[config.mk]
export PLATFORM = sky130hd
export DESIGN_NAME = itof_pipe
export DESIGN_NICKNAME = d
export VERILOG_FILES = /design/src/rtl/itof_pipe.sv
export SDC_FILE = /design/constraint.sdc
export NUM_CORES = 1
export LEC_CHECK = 0
export BUFFER_PORTS_ARGS = -buffer_cell sky130_fd_sc_hd__buf_4
export CAP_MARGIN = 20
export CORE_ASPECT_RATIO = 0.7
export CORE_MARGIN = 4
export CORE_UTILIZATION = 60
export CTS_CLUSTER_DIAMETER = 200
export CTS_CLUSTER_SIZE = 25
export DETAILED_ROUTE_END_ITERATION = 8
export GPL_TIMING_DRIVEN = 1
export PLACE_DENSITY = 0.81
export SYNTH_ARGS = -nofsm -noshare
export SYNTH_HDL_FRONTEND = slang
export SYNTH_SLANG_ARGS = --single-unit
export TNS_END_PERCENT = 20
[constraint.sdc]
create_clock -name clk -period 3.7 [get_ports clk]
set_input_delay 0 -clock clk [delete_from_list [all_inputs] [get_ports clk]]
set_output_delay 0 -clock clk [all_outputs]
set_load 0.005 [all_outputs]
[src/rtl/itof_pipe.sv]
// Signed 32-bit integer to IEEE-754 binary32 converter, round-to-nearest-even.
// Three registered stages (magnitude, normalise, round) with valid/ready flow control.
module itof_pipe (
   input  logic        clk,
   input  logic        rstn,
   input  logic [31:0] x,
   input  logic        in_valid,
   output logic        in_ready,
   output logic [31:0] y,
   output logic        out_valid,
   input  logic        out_ready
);

   logic        v1_q, v1_d, s1_q, s1_d;
   logic [31:0] a1_q, a1_d;
   logic        v2_q, v2_d, s2_q, s2_d;
   logic [31:0] n2_q, n2_d;
   logic [7:0]  e2_q, e2_d;
   logic        v3_q, v3_d;
   logic [31:0] y_q, y_d;

   logic        ld1, ld2, ld3;
   logic [4:0]  lz;
   logic [22:0] frac, frac_r;
   logic        carry, rnd_up;
   logic [7:0]  e_r;
   logic [31:0] res;

   // Load enables chain combinationally back from out_ready.
   always_comb begin
      ld3 = !v3_q || out_ready;
      ld2 = !v2_q || ld3;
      ld1 = !v1_q || ld2;
   end

   always_comb begin
      v1_d = v1_q;
      s1_d = s1_q;
      a1_d = a1_q;
      if (ld1) begin
         v1_d = in_valid;
         s1_d = x[31];
         a1_d = x[31] ? (~x + 32'd1) : x;
      end
   end

   always_comb begin
      lz = 5'd0;
      for (int i = 0; i < 32; i++) begin
         if (a1_q[i]) lz = 5'(31 - i);
      end
      v2_d = v2_q;
      s2_d = s2_q;
      n2_d = n2_q;
      e2_d = e2_q;
      if (ld2) begin
         v2_d = v1_q;
         s2_d = s1_q;
         n2_d = a1_q << lz;
         e2_d = 8'd158 - {3'b000, lz};
      end
   end

   // n2_q[31] is clear only for a zero operand.
   always_comb begin
      frac            = n2_q[30:8];
      rnd_up          = n2_q[7] && ((|n2_q[6:0]) || frac[0]);
      {carry, frac_r} = {1'b0, frac} + {23'd0, rnd_up};
      e_r             = e2_q + {7'd0, carry};
      res             = n2_q[31] ? {s2_q, e_r, frac_r} : 32'h0000_0000;
      v3_d            = ld3 ? v2_q : v3_q;
      y_d             = (ld3 && v2_q) ? res : y_q;
   end

   always_ff @(posedge clk or posedge rstn) begin
      if (rstn) begin
         v1_q <= 1'b0;
         s1_q <= 1'b0;
         a1_q <= 32'h0;
         v2_q <= 1'b0;
         s2_q <= 1'b0;
         n2_q <= 32'h0;
         e2_q <= 8'h0;
         v3_q <= 1'b0;
         y_q  <= 32'h0;
      end else begin
         v1_q <= v1_d;
         s1_q <= s1_d;
         a1_q <= a1_d;
         v2_q <= v2_d;
         s2_q <= s2_d;
         n2_q <= n2_d;
         e2_q <= e2_d;
         v3_q <= v3_d;
         y_q  <= y_d;
      end
   end

   assign in_ready  = ld1;
   assign y         = y_q;
   assign out_valid = v3_q;

endmodule

# After elaboration in Yosys (flattened, before gate mapping)
# Cells that the tools add are included.
dict set report op_classes {
  add_sub_neg 4
  n_reduce_logical 10
  n_bitwise 1
  mux 34
  shifts 1
}
# cell count
set ops {}
lappend ops {{two-way mux 5 bit} 32}
lappend ops {{two-way mux 32 bit} 2}
lappend ops {{adder 32 x 1 -> 32 bit, second input constant} 1}
lappend ops {{inverter 32 bit} 1}
lappend ops {{left shift 32 x 5 -> 32 bit} 1}
lappend ops {{adder 23 x 1 -> 24 bit} 1}
lappend ops {{adder 8 x 1 -> 8 bit} 1}
lappend ops {{subtractor 8 x 5 -> 8 bit, first input constant} 1}
lappend ops {{OR reduction 7 bit} 1}
lappend ops {{logical OR 1 bit} 4}
lappend ops {{logical NOT 1 bit} 3}
lappend ops {{logical AND 1 bit} 2}
dict set report totals {
  regBits 109
  wordCells 59
  input_bits 36
}

# Longest topological paths before layout
dict set report logic_depth {
  ltp_word 33
  depth_mapped 13
  mapped_depth_nobuf 13
}

# Worst setup path after synthesis
# Ideal clock, no wire load.
dict set report synth_path {
  path_type {reg2reg}
  startpoint {register a1_q[4]}
  endpoint {register n2_q[28]}
  path_slack_ns 0.972
  synth_period_minus_slack_ns 2.728
  required_time_ns 3.574
  stages_incl_launch_ff 12
  arrival_ns 2.602
  path_cell_list {dfrtp_1 -> buf_2 -> or4_1 -> o211ai_1 -> buf_2 -> and2_1 -> buf_4 -> o211ai_1 -> mux2_2 -> mux2i_1 -> mux2i_1 -> a221o_1}
}
dict set report synth_between {
  elab_chain_len 29
}
# item line
set synth_rtl {}
lappend synth_rtl {{start, declared} 15} ;# logic [31:0] a1_q, a1_d;
lappend synth_rtl {{start signal, assigned} 79} ;# a1_q <= 32'h0;
lappend synth_rtl {{start signal, assigned} 89} ;# a1_q <= a1_d;
lappend synth_rtl {{two-way mux 5 bit (28 in a row)} 50} ;# if (a1_q[i]) lz = 5'(31 - i);
lappend synth_rtl {{left shift 32 x 5 -> 32 bit *} 59} ;# n2_d = a1_q << lz;
lappend synth_rtl {{end signal, assigned} 92} ;# n2_q <= n2_d;
lappend synth_rtl {{end, declared} 17} ;# logic [31:0] n2_q, n2_d;
# Mark *: on every way between the ends. The rest lies on a longest branch, timed or not.
# A chain may end at the register's enable or synchronous reset.

# Final worst setup path
dict set report layout_path {
  startpoint {register a1_q[15]}
  endpoint {register n2_q[23]}
}
dict set report layout_between {
  elab_chain_len 18
}
# item line
set layout_rtl {}
lappend layout_rtl {{two-way mux 5 bit (17 in a row)} 50}
lappend layout_rtl {{left shift 32 x 5 -> 32 bit *} 59}
# Marks and branches as above.

==> run metrics <==
Area growth syn-to-layout 14.9%; fin. max-slew vios 0; footprint of the multi-input gates 0.00429 sq mm; Final nets 989; number of synthesized flops with an enable pin 0; Yosys top cell by area dfrtp_1; Die Y-Extent 101 um; part of the cycle the worst path needs 0.941; number of global-route vias before repair 6825; worst endpoint required time 3.93 ns; syn_nets 931; Avg Cell Area, Syn 8.39 sq um; CTS buffer count 9; clock tree root driver cell clkbuf_16; Hold Path Class input pin to flip-flop; GPL Wtd Cong 1.01; Setup Viol. Count Final 0; Post-CTS Setup Repair Bufs 0; outcome complete, no violations; Avg WL per Cell 19.6 um; TritonCTS clock tree done; Area contributors post-synth dfrtp_1 37%, mux2i_1 7.0%, nand2_1 6.1%, xor2_1 4.7%, nor2_1 4.4%; initial antenna violation count 0; count of final hold-check violations 0; minimum clock period 3.48 ns; I/O pin count 70; Syn. warnings 0; gr usage total 0.313; peak supply drop 290 uV; DRT iter0 DRCs 597; total die area 0.0143 sq mm; register area 0.00273 sq mm; CTS max path bufs 2; ys flop type dfrtp_1; DR vias 7042; drt drc 0; IO Port Bufs 69; Data arrival, critical path 3.71 ns; DR pass1 iterations 6; clock sinks 109; clock skew 0.0101 ns; leakage 3.75 nW; Avg Vias per Cell 6.35; filler instances 907; DP Wirelength 15800 um; reg2reg setup slack 0.22 ns; Synth async-reset ratio 1.00; setup_tns 0 ns; Max-Cap Viols 0; DRT antenna net count 0; post-synthesis sequential area ratio 0.365; Die W 141 um; Syn Inst Count 890; area of the mapped netlist 0.00747 sq mm; routed wire length 21800 um; CP startpoint kind flip-flop; clock latency on the worst-skew pair 0.36 ns; CTS clock-pin slew for the worst setup and hold paths 0.08 ns; first-pass GRT wire length 36100 um; cell area power density 538 mW/mm^2; Max H-tree Level 3; Slew @ Worst Pin 1.06 ns; Core Region 0.0119 sq mm; critical path peak fanout 18; Peak Freq 0.287 GHz; WS Path Type flip-flop to flip-flop; diode count 0; Synth Register Bits 109; initial core utilization 0.626; RSZ-0062 raised after global routing false; GRT Residual Overflow 0; Critical Path End Type flip-flop; hold slack 0.000263 ns; Netlist cell types 69; pin count of the biggest net entering global routing 74; row count 33; fraction of layout cells with a size suffix above 1 0.160; share of the synthesized area in the top cell type 0.365; worst rel slew slack 0.292
worst paths after layout:
path / from / endpoint / cells after the start
max in group asynchronous: rstn / n2_q[16] / 4
min reg2reg: y[15] / y[15] / 2
min: x[25] / a1_q[25] / 3
max reg2reg: a1_q[15] / n2_q[23] / 10
max: a1_q[15] / n2_q[23] / 10
min in group asynchronous: rstn / v2_q / 3
where the power goes:
part	switching, mW	total, mW	leakage [nW]	internal [mW]
clock network	0.480	0.948	0.139	0.468
registers	0.381	1.90	1.29	1.52
logic	0.956	1.77	2.32	0.813
metrics by stage:
stage | area, sq um | std cells | setup WS, ns | utilization | total power [mW]
2_1_floorplan | 7470 | 890 | 0.826 | - | 2.95
3_3_place_gp | 8040 | 1070 | 0.376 | 0.674 | 3.55
3_5_place_dp | 8040 | 1070 | 0.356 | 0.674 | 3.61
4_1_cts | 8550 | 1108 | 0.355 | 0.717 | 4.58
5_1_grt | 8580 | 1109 | 0.0432 | 0.719 | 4.90
6_report | 8580 | 1109 | 0.219 | 0.719 | 4.61
synth_stat cells, types with 7 or more instances:
master / instances
a21oi_1: 60
a22oi_1: 11
buf_2: 21
clkbuf_1: 41
dfrtp_1: 109
inv_1: 18
mux2_2: 16
mux2i_1: 52
nand2_1: 122
nand2b_1: 7
nand3_1: 23
nand4_1: 15
nor2_1: 88
nor3_1: 15
nor4_1: 13
o211ai_1: 12
o21ai_0: 64
o22ai_1: 8
o31ai_1: 8
xnor2_1: 19
xor2_1: 40
layout make-up:
cell class	count	area share
inverters	19	0.00860
well taps	157	0.0229
multi-input cells	685	0.500
flip-flops and latches	109	0.318
repair buffers	124	0.118
clock inverters	6	0.00671
clock buffers	9	0.0262
flip-flops by register name (all words and copies together), names as in the netlist:
| signal | cells |
|---|---|
| out_valid | 1 |
| e2_q | 8 |
| s2_q | 1 |
| v1_q | 1 |
| a1_q | 32 |
| n2_q | 32 |
| y | 32 |
| v2_q | 1 |
| s1_q | 1 |
metal layers:
layer | global-route usage | up-vias | wire (um)
li1 | - | 3292 | -
met3 | 0.0651 | 36 | 1950
met5 | 0 | - | 0
met2 | 0.473 | 339 | 9570
met1 | 0.465 | 3375 | 9960
met4 | 0.0737 | 0 | 283
repair_timing:
action,CTS,global route
hold endpoints to repair,94,0
gates resized for setup,0,0
endpoints found under the setup margin,0,0
hold buffers,23,0
cell families (layout without fill, tap and decap cells):
| group | after synthesis | in the layout | synth area share |
|---|---|---|---|
| simple gates | 315 | 315 | 0.195 |
| compound gates | 238 | 238 | 0.208 |
| flops | 109 | 109 | 0.365 |
| buf+inv | 96 | 158 | 0.0608 |
| mux | 68 | 68 | 0.0938 |
| xor+xnor | 59 | 59 | 0.0692 |
| fa+ha+maj | 5 | 5 | 0.00838 |
critical path: stages, from the launching register on:
cell and delay [ns]:
dfrtp_1 0.56, nor2_1 0.08, o31a_1 0.28, o311ai_1 0.66, o21a_1 0.29, buf_4 0.29
mux2i_1 0.31, a22oi_1 0.16, mux2i_1 0.39, o32a_1 0.24, nand3_1 0.09
cell usage in the layout, fill, tap and decap left out, types with 4 or more instances in the layout:
cell           netlist  final
o221ai_1             5      5
a21boi_0             4      4
mux2_2              16     16
a21o_1               4      4
nor2_1              88     87
clkinv_4             0      4
nand2_1            122    121
a211o_1              5      5
o211ai_1            12     12
a211oi_1             4      4
mux2i_1             52     52
nor3_1              15     15
nor4_1              13     13
and2_1               4      4
a22o_1               5      5
o21ai_0             64     64
dfrtp_1            109    109
clkbuf_16            0      9
a221o_1              5      5
and3_1               4      4
nand3_1             23     23
inv_1               18     17
nand2b_1             7      7
xor2_1              40     40
nand4_1             15     15
o22ai_1              8      8
o41ai_1              4      4
a21oi_1             60     60
a22oi_1             11     11
dlygate4sd3_1        0     23
o31ai_1              8      8
buf_4                3    100
ha_1                 5      5
a31oi_1              6      6
or3_1                4      4
xnor2_1             19     19
o21a_1               4      4
a221oi_1             4      4
Note: power is estimated with default switching activity, not from simulation.
